$ cat config.mk
export PLATFORM = sky130hd
export DESIGN_NAME = mfp_pmod_als_spi_master
export DESIGN_NICKNAME = d
export VERILOG_FILES = /design/src/rtl/mfp_pmod_als_spi_master.sv
export SDC_FILE = /design/constraint.sdc
export NUM_CORES = 1
export LEC_CHECK = 0
export ABC_AREA = 1
export CORE_MARGIN = 2
export CORE_UTILIZATION = 45
export CTS_CLUSTER_SIZE = 14
export DETAILED_ROUTE_END_ITERATION = 6
export PLACE_DENSITY = 0.7
export SLEW_MARGIN = 20
export SYNTH_ARGS = -nofsm -noshare
export SYNTH_HDL_FRONTEND = slang
export SYNTH_SLANG_ARGS = --single-unit
$ cat constraint.sdc
create_clock -name HCLK -period 2 [get_ports HCLK]
set_input_delay 0.4 -clock HCLK [delete_from_list [all_inputs] [get_ports HCLK]]
set_output_delay 0.4 -clock HCLK [all_outputs]
set_load 0.02 [all_outputs]
$ cat src/rtl/mfp_pmod_als_spi_master.sv
// SPI initiator for the PmodALS light sensor (ADC081S021).
// Reads one 16-bit frame, MSB first, and presents the 8-bit light value.
//
// state    | meaning
// ---------+-----------------------------------------------------------
// ST_QUIET | cs high; count QUIET sck falling edges so the sensor reloads
// ST_IDLE  | cs high, not busy; wait for start or auto_en
// ST_ARM   | wait for the next sck rise, then drop cs on that edge
// ST_SHIFT | cs low; sample sdo on each sck rise, 16 samples per frame
module mfp_pmod_als_spi_master #(
   parameter int DIV   = 4,
   parameter int QUIET = 2
) (
   input  logic        HCLK,
   input  logic        HRESETn,
   input  logic        start,
   input  logic        auto_en,
   output logic        cs,
   output logic        sck,
   input  logic        sdo,
   output logic [7:0]  value,
   output logic [15:0] raw,
   output logic        value_valid,
   output logic        frame_err,
   output logic        busy
);

   localparam int DW = (DIV > 2) ? $clog2(DIV) : 1;
   localparam int QW = (QUIET > 1) ? $clog2(QUIET) : 1;

   typedef enum logic [1:0] {ST_QUIET, ST_IDLE, ST_ARM, ST_SHIFT} state_t;

   state_t         state_q, state_d;
   logic [DW-1:0]  div_cnt_q, div_cnt_d;
   logic           sck_q, sck_d;
   logic [QW-1:0]  qcnt_q, qcnt_d;
   logic [3:0]     bit_cnt_q, bit_cnt_d;
   logic [14:0]    shift_q, shift_d;
   logic           cs_q, cs_d;
   logic [15:0]    raw_q, raw_d;
   logic [7:0]     value_q, value_d;
   logic           err_q, err_d;
   logic           valid_q, valid_d;
   logic           div_tc, rise_evt, fall_evt;
   logic [15:0]    frame_word;

   assign div_tc     = (div_cnt_q == DW'(DIV - 1));
   assign rise_evt   = div_tc && !sck_q;
   assign fall_evt   = div_tc && sck_q;
   assign frame_word = {shift_q, sdo};

   // Free-running sck divider: toggles sck every DIV cycles, in every state.
   always_comb begin
      div_cnt_d = div_tc ? '0 : div_cnt_q + 1'b1;
      sck_d     = div_tc ? ~sck_q : sck_q;
   end

   // Frame sequencer: next state, cs, shift register and result capture.
   always_comb begin
      state_d   = state_q;
      qcnt_d    = qcnt_q;
      bit_cnt_d = bit_cnt_q;
      shift_d   = shift_q;
      cs_d      = cs_q;
      raw_d     = raw_q;
      value_d   = value_q;
      err_d     = err_q;
      valid_d   = 1'b0;
      case (state_q)
         ST_QUIET: begin
            cs_d = 1'b1;
            if (fall_evt) begin
               if (qcnt_q == QW'(QUIET - 1)) begin
                  qcnt_d  = '0;
                  state_d = ST_IDLE;
               end else begin
                  qcnt_d = qcnt_q + 1'b1;
               end
            end
         end
         ST_IDLE: begin
            cs_d = 1'b1;
            if (start || auto_en) state_d = ST_ARM;
         end
         ST_ARM: begin
            if (rise_evt) begin
               cs_d      = 1'b0;
               bit_cnt_d = '0;
               state_d   = ST_SHIFT;
            end
         end
         ST_SHIFT: begin
            if (rise_evt) begin
               shift_d   = frame_word[14:0];
               bit_cnt_d = bit_cnt_q + 4'd1;
               if (bit_cnt_q == 4'd15) begin
                  cs_d    = 1'b1;
                  raw_d   = frame_word;
                  value_d = frame_word[11:4];
                  err_d   = (frame_word[15:12] != 4'd0) || (frame_word[3:0] != 4'd0);
                  valid_d = 1'b1;
                  state_d = ST_QUIET;
               end
            end
         end
         default: state_d = ST_QUIET;
      endcase
   end

   // sck divider registers.
   always_ff @(posedge HCLK) begin
      if (!HRESETn) begin
         div_cnt_q <= '0;
         sck_q     <= 1'b1;
      end else begin
         div_cnt_q <= div_cnt_d;
         sck_q     <= sck_d;
      end
   end

   // Sequencer state and result registers; reset discards any partial frame.
   always_ff @(posedge HCLK) begin
      if (!HRESETn) begin
         state_q   <= ST_QUIET;
         qcnt_q    <= '0;
         bit_cnt_q <= '0;
         shift_q   <= '0;
         cs_q      <= 1'b1;
         raw_q     <= '0;
         value_q   <= '0;
         err_q     <= 1'b0;
         valid_q   <= 1'b0;
      end else begin
         state_q   <= state_d;
         qcnt_q    <= qcnt_d;
         bit_cnt_q <= bit_cnt_d;
         shift_q   <= shift_d;
         cs_q      <= cs_d;
         raw_q     <= raw_d;
         value_q   <= value_d;
         err_q     <= err_d;
         valid_q   <= valid_d;
      end
   end

   assign cs          = cs_q;
   assign sck         = sck_q;
   assign raw         = raw_q;
   assign value       = value_q;
   assign frame_err   = err_q;
   assign value_valid = valid_q;
   assign busy        = (state_q != ST_IDLE);

endmodule

Yosys cells after proc, flatten, opt, wreduce, memory -nomap -nowiden
Index checks and enable logic that the tools add are counted.
{"block": "totals", "out_inout_bits": 29, "wordCells": 62, "register_bits": 52}
{"block": "classes", "bitwise_logic": 2, "n_eq_ne": 12, "n_mux": 16, "addsub": 3, "n_reduce_logical": 18}
{"operator": "2-bit 2-to-1 mux", "n": 6}
{"operator": "2-bit inequality test, second input constant", "n": 6}
{"operator": "3-bit AND reduction", "n": 4}
{"operator": "4-bit 2-to-1 mux", "n": 2}
{"operator": "2-bit case mux with 4 select lines", "n": 1}
{"operator": "4-bit case mux with 2 select lines", "n": 1}
{"operator": "4-bit nonzero test", "n": 2}
{"operator": "2-bit equality test, second input constant", "n": 3}
{"operator": "6-bit AND reduction", "n": 1}
{"operator": "1-bit 2-to-1 mux", "n": 5}
{"operator": "4-bit by 1-bit adder with 4-bit output, second input constant", "n": 1}
{"operator": "4-bit equality test, second input constant", "n": 1}
{"operator": "2-bit AND reduction", "n": 2}
{"operator": "2-bit OR reduction", "n": 2}
{"operator": "1-bit case mux with 3 select lines", "n": 1}
{"operator": "2-bit by 1-bit adder with 2-bit output, second input constant", "n": 1}
{"operator": "2-bit by 1-bit equality test with 1-bit output, second input constant", "n": 1}
{"operator": "1-bit logical AND", "n": 2}
{"operator": "2-bit zero test", "n": 1}
{"operator": "1-bit logical OR", "n": 2}
{"operator": "2-bit by 1-bit inequality test with 1-bit output, second input constant", "n": 1}
{"operator": "1-bit inverter", "n": 2}
{"operator": "2-bit nonzero test", "n": 1}
{"operator": "1-bit adder, second input constant", "n": 1}
{"operator": "1-bit zero test", "n": 1}

Longest topological paths before layout
Gate-level depths: netlist (run 1).
{"block": "logic_depth", "ltp_word": 4, "ltp_mapped": 10}

Worst setup path before layout (run 1)
OpenSTA, ideal clock, no wires.
{"block": "synth_path", "path_kind": "reg2reg", "from": "register state_q[0]", "to": "register state_q[0]", "required_ns": 1.887, "t_arrival_ns": 1.225, "stages_incl_launch_ff": 11, "setup_slack_ns": 0.662, "setup_ns": 0.113, "n_path_buf": 0, "path_cell_list": "dfxtp_1 inv_1 ha_1 inv_1 nand2_1 nand2_1 nand2_1 nor2_1 nand2_1 nand2_1 nor2_1"}
{"block": "synth_between", "elab_chain_len": 3}
{"item": "from (decl)", "line": "33", "text": "state_t state_q, state_d;"}
{"item": "from (signal assigned)", "line": "134", "text": "state_q <= state_d;"}
{"item": "2-bit equality test, or another cell as far along", "line": "69", "text": "case (state_q)"}
{"item": "2-bit inequality test (no line)"}
{"item": "6-bit AND reduction (no line)"}
Several ways; a longest one is shown, not always the timed one.
A chain may end at the register's enable or synchronous reset.

Final worst setup path (run 1)
{"block": "layout_path", "from": "register sck_q (netlist: sck)", "to": "output sck"}
{"item": "from (decl)", "line": "35", "text": "logic sck_q, sck_d;"}
{"item": "from (signal assigned)", "line": "117", "text": "sck_q <= sck_d;"}
{"item": "to (decl)", "line": "19", "text": "output logic sck,"}
No word-level cell between the ends.

==> results of run 1 <==
==> path summary, 6_finish.rpt <==
| check | startpoint | end | slack, ps |
|---|---|---|---|
| setup / recovery | sck | sck | 200 |
| hold / removal | div_cnt_q[0] | div_cnt_q[0] | 430 |
| hold reg to reg | div_cnt_q[0] | div_cnt_q[0] | 430 |
| setup reg to reg | div_cnt_q[0] | raw[1] | 330 |
==> cell usage after synthesis (2+ instances only) <==
| master | instances | share of area, % |
|---|---|---|
| dfxtp_1 | 44 | 48 |
| nand2_1 | 33 | 6.8 |
| o21ai_0 | 26 | 7.1 |
| nor2_1 | 24 | 4.9 |
| inv_1 | 20 | 4.1 |
| a21oi_1 | 19 | 5.2 |
| nand3_1 | 12 | 3.3 |
| buf_4 | 8 | 3.3 |
| ha_1 | 7 | 4.8 |
| buf_2 | 4 | 1.1 |
| a21oi_2 | 2 | 0.96 |
| buf_6 | 2 | 1.2 |
| clkbuf_1 | 2 | 0.41 |
| nand2_4 | 2 | 1.2 |
| nor2_4 | 2 | 1.2 |
| o21ai_1 | 2 | 0.55 |
==> power by group through the flow <==
stage	combinational, W	sequential (W)	clock (W)
floorplan	0.000192	0.000957	0
global placement	0.000276	0.000950	0
detailed placement	0.000284	0.000951	0
CTS	0.000280	0.000931	0.000582
global route	0.000318	0.000934	0.000612
finish	0.000274	0.000931	0.000564
==> logic make-up (layout without fill, tap and decap cells) <==
family | count (synthesis) | in the layout
xor+xnor | 1 | 1
buf+inv | 38 | 65
fa+ha+maj | 7 | 7
simple gates | 80 | 80
flops | 44 | 44
compound gates | 52 | 52
==> final cells by class <==
cell class,instances,area (µm²)
fill,376,1725
sequential,44,880.8
multi-input combinational,140,754.5
timing repair buffer,35,344.1
clock buffer,6,82.58
inverter,22,82.58
tap,50,62.56
clock inverter,2,10.01
==> routing by layer <==
metal	up-vias	part of all wire [%]	GRT usage (%)
met3	8	4.1	4.500
met5	-	0	0
met4	0	2.2	9.184
met1	649	47	20.85
li1	768	-	-
met2	23	47	25.98
==> stage by stage <==
stage	total power (W)	utilization (%)	worst slack, ps	std cells
5_1_grt	0.001863	56.24	98.33	299
2_1_floorplan	0.001149	-	662.1	222
3_5_place_dp	0.001235	53.92	317.4	291
4_1_cts	0.001792	56.24	182.5	299
6_report	0.001768	56.24	195.9	299
3_3_place_gp	0.001226	53.92	337.2	291
==> cells in the final DEF, fill, tap and decap left out, drive strengths merged <==
cell type | synthesis | routed
clkinv | 1 | 3
dfxtp | 44 | 44
nor2 | 27 | 27
inv | 21 | 21
nor3 | 2 | 2
o21ai | 29 | 29
o211ai | 1 | 1
a21oi | 21 | 21
clkbuf | 2 | 6
nand2 | 36 | 36
nand4 | 1 | 1
xor2 | 1 | 1
buf | 14 | 2
and3 | 1 | 1
nand3 | 13 | 13
ha | 7 | 7
a31oi | 1 | 1
clkdlybuf4s50 | 0 | 32
dlygate4sd2 | 0 | 1
==> sequential cells by signal, summed over array words and instances, names as in the netlist <==
signal	cells
bit_cnt_q	4
cs	1
div_cnt_q	2
frame_err	1
qcnt_q	1
raw	16
sck	1
shift_q	15
state_q	2
value_valid	1
==> results.ini, run 1 <==
[cts]
htreeDepth=2
cts_buffers=5
cts_tree=done
clk_pin_slew_worst_paths_ps=80
cts_resized=1
cts_sinks=44
clock_latency_ps=300
clock_path_buffers=2
root_buffer=clkbuf_8
ctsHoldBuffers=0
cts_setup_buffers=0

[worst_setup_path]
cp-start-kind=flop
max_stage_delay_ps=650
critPathCaptureType=output port
crit_buf_inv=1
worstPathCellList=clkdlybuf4s50_1
crit_arrival_ps=1400
cp.required_ps=1600
cp_slowest_cell=clkdlybuf4s50_1
path_depth=1
rr_worst_depth=7
cp_top_family=buffers and inverters
critical_path_class=reg -> out
crit_fanout=6

[synth]
synthAdderAreaFrac_pct=4.791
synth-seq-cells=44
synth-compound-area-share_pct=15.06
syn_inst=222
synth-simple-area-share_pct=20.94
synth_top_flop_cell=dfxtp_1
synthMuxAreaShare_pct=0
syn_area_um2=1828
synth-seq-area-share_pct=48.19
synth_top_family_by_area=simple AND/OR/NAND/NOR gates
synth_xor_area_share_pct=0.4791
postSynthAreaPerCell_um2=8.234
synth_cell_types=29
syn-num-nets=234
synth_edf_count=0
async_flop_share_pct=0
synth_warnings=0

[timing]
fmax_mhz=554.3
skew_ps=4.661
worst_pin_slew_ps=308.4
maxSlewHeadroom_pct=79.31
period_needed_ps=1804
min_period_over_period_pct=90.20
holdWs_ps=433.0
slew_viol_final=0
hold_viol=0
rsz0062_at_grt=false
setup-tns-final_ps=0
final-setup-viol-count=0

[layout]
antenna_cells=0
postLayoutCellArea_um2=2217
syn_to_final_growth_pct=21.29
nNetsFinal=260
layout-drive-gt1-share_pct=8.835

[pwr]
clkPwrFrac_pct=31.9
p_comb_share_pct=15.5
vdd_drop_max_mv=0.5698
seq_power_share_pct=52.6
power.leakage_nw=0.8963
internal_power_w=0.001289
powerDensity_nw_per_um2=797.5
p_switching_w=0.0004792
p_sw_share_pct=27.10

[floorplan]
dieWidth_um=67.74
dieArea_um2=4588
initial_utilization_pct=46.37
die_height_um=67.74
ios=34
design.core.area_um2=3943
rows=23

[global_route]
grt_overflow=0
grt_pass1_vias=1248
grtUsageTotal_pct=16.70
grt_antenna_before_repair=0
grt_max_degree=28
grt_pass1_wl_mm=5.602

[route]
via_count=1448
routed_via_density=4.843
drc=0
drtIter0Drc=63
antenna_left=0
route.detailed.wl_per_inst_um=11.35
first_pass_iters=4
wl_mm=3.394

[job]
cap_violations=0

[worst_hold_path]
min_path_cells=1
min_path_type=reg -> reg

[placement]
placed_cell_area_um2=2126
port-buffer-count=33
gp_congestion=0.7763
hpwl_mm=2.379

[outcome]
status=completed

No activity file was read; power rests on OpenSTA's default activity.
==> run 2, diff against run 1 <==
CAP_MARGIN = 15   (was not set)
CORE_ASPECT_RATIO = 2   (was not set)
==> run 2 against run 1 <==
Count of clock-buffer cells in the layout is 1 lower. Global-route usage is 0.95 points higher. Sequential cell count stayed put. Sequential power hardly changed. Largest cell class unchanged.
==> results.ini, run 2 (synthesis results as in run 1) <==
[worst_setup_path]
crit_buf_inv=1  ; unchanged
worstPathCellList=clkdlybuf4s50_1
max_stage_delay_ps=660  ; about the same
cp.required_ps=1600  ; about the same
rr_worst_depth=7  ; unchanged
cp-start-kind=flop
reg2reg_to=raw[5]
cp_slowest_cell=clkdlybuf4s50_1
r2r-start=div_cnt_q[0]
cp_top_family=buffers and inverters
r2r_slack_ps=360  ; +30 ps
critical_path_class=reg -> out
crit_arrival_ps=1410  ; about the same
critPathCaptureType=output port
crit_fanout=6  ; unchanged

[floorplan]
die_height_um=94.14  ; +39%
dieArea_um2=4619  ; +0.67%
design.core.area_um2=3884  ; -1.5%
initial_utilization_pct=47.07  ; +0.70 points
dieWidth_um=49.07  ; -28%
ios=34  ; unchanged
rows=32  ; +39%

[timing]
setup-tns-final_ps=0  ; unchanged
fmax_mhz=552.2  ; -0.38%
slew_viol_final=0  ; unchanged
worst_pin_slew_ps=366.3  ; +57.89 ps
min_period_over_period_pct=90.55  ; +0.34 points
period_needed_ps=1811  ; +6.868 ps
maxSlewHeadroom_pct=75.51  ; -3.8 points
final-setup-viol-count=0  ; unchanged
skew_ps=10.19  ; +5.530 ps
hold_viol=0  ; unchanged
rsz0062_at_grt=false

[worst_hold_path]
min_path_cells=1  ; unchanged
min_path_type=reg -> reg
holdPathEnd=div_cnt_q[0]
hold_start=div_cnt_q[0]

[cts]
cts_buffers=5  ; unchanged
htreeDepth=2  ; unchanged
cts_setup_buffers=0  ; unchanged
cts_resized=1  ; unchanged
root_buffer=clkbuf_8
clock_path_buffers=2  ; unchanged
ctsHoldBuffers=0  ; unchanged
clock_latency_ps=300  ; about the same
cts_tree=done
clk_pin_slew_worst_paths_ps=80  ; about the same
cts_sinks=44  ; unchanged

[layout]
layout_commonest_cell=dfxtp_1
largest_register_ffs=16  ; unchanged
syn_to_final_growth_pct=21.08
antenna_cells=0  ; unchanged
multi_input_area_um2=754.5  ; unchanged
register_area_um2=880.8  ; unchanged
layout-drive-gt1-share_pct=8.835  ; unchanged
final_cell_mix=dfxtp_1, nand2_1, clkdlybuf4s50_1
fillers=404  ; +7.4%
nNetsFinal=260  ; unchanged

[global_route]
grt_pass1_vias=1351  ; +8.3%
grt_overflow=0  ; unchanged
grt_max_degree=28  ; unchanged
grtUsageTotal_pct=17.65  ; +0.95 points
grt_antenna_before_repair=0  ; unchanged
grt_pass1_wl_mm=6.258  ; +12%

[route]
first_pass_iters=4  ; unchanged
route.detailed.wl_per_inst_um=12.19  ; +7.4%
wl_mm=3.656  ; +7.7%
antenna_left=0  ; unchanged
drc=0  ; unchanged
via_count=1481  ; +2.3%
drtIter0Drc=10  ; -84%
routed_via_density=4.937  ; +1.9%

[job]
cap_violations=0  ; unchanged

[pwr]
vdd_drop_max_mv=0.5846  ; +2.6%
powerDensity_nw_per_um2=792.8  ; -0.58%
power.leakage_nw=0.8932  ; -0.34%
power_w=0.001755  ; -0.75%

[placement]
gp_congestion=0.7704  ; -0.76%
hpwl_mm=2.725  ; +15%
port-buffer-count=33  ; unchanged

[outcome]
status=completed

run 2: cell count changes in the layout (fill, tap and decap cells not counted):
| cell | change |
|---|---|
| clkbuf_8 | -1 |
| clkinv_4 | +1 |
run 2: area by class of cell:
cell class	instances	share of cell area, %
Sequential cell	44	39.80
Clock inverter	3	0.8479
Multi-Input combinational cell	140	34.09
Inverter	22	3.731
Timing Repair Buffer	35	15.55
Tap cell	51	2.883
Clock buffer	5	3.109
run 2: worst max path at each step:
stage	start	end	cells after the start
after floorplan	state_q[0]	state_q[0]	10
after global placement	HRESETn	div_cnt_q[0]	3
after detailed placement	HRESETn	div_cnt_q[0]	3
after CTS	sck	sck	1
after global routing	sck	sck	1
final	sck	sck	1
run 2: where the power goes:
| group | leakage (nW) | total, W | switching [W] | internal, W |
|---|---|---|---|---|
| clock | 0.0479 | 0.000550 | 0.000307 | 0.000244 |
| combinational | 0.490 | 0.000272 | 0.000165 | 0.000107 |
| sequential | 0.355 | 0.000933 | 0.0000262 | 0.000906 |
| total | 0.893 | 0.00175 | 0.000498 | 0.00126 |
run 2: routing by layer:
metal	vias up	track usage, %	routed length, µm
met5	-	0	0
met4	0	8.810	102
met3	8	3.662	121
met2	27	32.43	2001
met1	686	18.39	1431
li1	760	-	-
run 2: stage by stage:
| step | utilization, % | cells | worst slack (ps) | hold slack (ps) | area [µm²] |
|---|---|---|---|---|---|
| after floorplan | - | 222 | 662.1 | 404.3 | 1828 |
| after global placement | 54.77 | 292 | 286.4 | 418.6 | 2127 |
| after detailed placement | 54.77 | 292 | 256.6 | 416.8 | 2127 |
| after CTS | 56.99 | 300 | 183.7 | 436.5 | 2213 |
| after global routing | 56.99 | 300 | 155.6 | 449.0 | 2213 |
| final | 56.99 | 300 | 189.0 | 433.6 | 2213 |
==> run 3, diff against run 2 <==
MAX_ROUTING_LAYER = met4   (was not set)
==> run 3 against run 2 <==
Final area is the same. Largest power group unchanged. Critical path type unchanged. Die area is the same. Global-route usage grew 0.47 points. Highest routed layer unchanged. Sequential share of layout area is the same.
==> results.ini, run 3 (synthesis results as in run 1) <==
[worst_setup_path]
crit_arrival_ps=1410  ; about the same
r2r_slack_ps=360  ; about the same
cp-start-kind=flop
worstPathCellList=clkdlybuf4s50_1
critPathCaptureType=output port
r2r-start=div_cnt_q[0]
cp_slowest_cell=clkdlybuf4s50_1
crit_fanout=6  ; unchanged
cp.required_ps=1600  ; about the same
critical_path_class=reg -> out
cp_top_family=buffers and inverters
rr_worst_depth=7  ; unchanged
reg2reg_to=raw[5]
crit_buf_inv=1  ; unchanged
max_stage_delay_ps=660  ; about the same

[cts]
cts_setup_buffers=0  ; unchanged
root_buffer=clkbuf_8
ctsHoldBuffers=0  ; unchanged
cts_buffers=5  ; unchanged
cts_tree=done
clk_pin_slew_worst_paths_ps=80  ; about the same
cts_resized=1  ; unchanged
cts_sinks=44  ; unchanged
clock_path_buffers=2  ; unchanged
clock_latency_ps=300  ; about the same
htreeDepth=2  ; unchanged

[floorplan]
rows=32  ; unchanged
design.core.area_um2=3884  ; unchanged
dieWidth_um=49.07  ; unchanged
initial_utilization_pct=47.07  ; unchanged
ios=34  ; unchanged
dieArea_um2=4619  ; unchanged
die_height_um=94.14  ; unchanged

[route]
routed_via_density=4.963  ; +0.54%
drc=0  ; unchanged
via_count=1489  ; +0.54%
route.detailed.wl_per_inst_um=12.16  ; -0.19%
drtIter0Drc=11  ; +1
first_pass_iters=4  ; unchanged
antenna_left=0  ; unchanged
wl_mm=3.649  ; -0.19%

[pwr]
internal_power_w=0.001257  ; about the same
p_switching_w=0.0004998  ; +0.30%
seq_power_share_pct=53.1  ; about the same
clkPwrFrac_pct=31.4  ; about the same
p_sw_share_pct=28.45  ; +0.059 points
powerDensity_nw_per_um2=793.5  ; about the same
vdd_drop_max_mv=0.5857  ; +0.18%
power_w=0.001756  ; about the same
p_comb_share_pct=15.5  ; about the same
power.leakage_nw=0.8932  ; unchanged

[layout]
final_cell_mix=dfxtp_1, nand2_1, clkdlybuf4s50_1
fillers=404  ; unchanged
layout_commonest_cell=dfxtp_1
nNetsFinal=260  ; unchanged
antenna_cells=0  ; unchanged
largest_register_ffs=16  ; unchanged
syn_to_final_growth_pct=21.08  ; unchanged
layout-drive-gt1-share_pct=8.835  ; unchanged

[timing]
fmax_mhz=552.2  ; unchanged
setup-tns-final_ps=0  ; unchanged
min_period_over_period_pct=90.55  ; about the same
hold_viol=0  ; unchanged
final-setup-viol-count=0  ; unchanged
slew_viol_final=0  ; unchanged
maxSlewHeadroom_pct=75.45  ; about the same
worst_pin_slew_ps=367.1  ; +0.8528 ps
worst_slack_ps=189.0  ; +0.002000 ps
rsz0062_at_grt=false
period_needed_ps=1811  ; -0.002000 ps
skew_ps=10.63  ; +0.4343 ps

[placement]
gp_congestion=0.7807  ; +1.3%
port-buffer-count=33  ; unchanged
hpwl_mm=2.725  ; unchanged
pre_cts_slack_ps=256.6  ; unchanged

[global_route]
grt_max_degree=28  ; unchanged
grt_pass1_wl_mm=6.265  ; +0.11%
grt_overflow=0  ; unchanged
grt_pass1_vias=1350  ; -0.074%
grtUsageTotal_pct=18.12  ; +0.47 points
grt_antenna_before_repair=0  ; unchanged

[worst_hold_path]
hold_start=div_cnt_q[0]
holdPathEnd=div_cnt_q[0]
min_path_cells=1  ; unchanged
min_path_type=reg -> reg

[outcome]
status=completed

[job]
cap_violations=0  ; unchanged

-- run 3: metrics by stage --
step	cells	hold WS [ps]	cell area (µm²)	util (%)
floorplan	222	404.3	1828	-
global placement	292	418.6	2127	54.77
detailed placement	292	416.8	2127	54.77
CTS	300	436.5	2213	56.99
global route	300	449.0	2213	56.99
finish	300	433.6	2213	56.99
-- run 3: how the worst max path moves through the flow --
stage,startpoint,end,cells past startpoint
5_1_grt,sck,sck,1
3_3_place_gp,HRESETn,div_cnt_q[0],3
2_1_floorplan,state_q[0],state_q[0],10
4_1_cts,sck,sck,1
6_report,sck,sck,1
3_5_place_dp,HRESETn,div_cnt_q[0],3
-- run 3: power groups by stage --
| stage | logic, W | registers [W] | clock network, W |
|---|---|---|---|
| floorplan | 0.000192 | 0.000957 | 0 |
| global placement | 0.000279 | 0.000952 | 0 |
| detailed placement | 0.000284 | 0.000954 | 0 |
| CTS | 0.000279 | 0.000934 | 0.000559 |
| global route | 0.000318 | 0.000938 | 0.000600 |
| finish | 0.000272 | 0.000933 | 0.000552 |
-- run 3: cell type report --
cell class,count,area (µm²),share of cell area [%]
inverter,22,82.58,3.731
clock buffer,5,68.82,3.109
tap,51,63.81,2.883
sequential,44,880.8,39.80
multi-input combinational,140,754.5,34.09
clock inverter,3,18.77,0.8479
timing repair buffer,35,344.1,15.55
-- run 3: per-layer routing --
metal	vias to the layer above	track usage, %	part of all wire [%]
met3	8	3.662	3.3
li1	760	-	-
met4	0	8.810	2.8
met5	-	-	0
met2	27	32.32	55
met1	694	18.49	39
-- run 3: worst reg2reg max path: stages (launching register included) --
cell	delay (ps)
dfxtp_1	340
ha_1	250
inv_2	80
nor2_4	130
nand2_4	190
nor2_8	260
nand2_2	150
o21ai_0	170
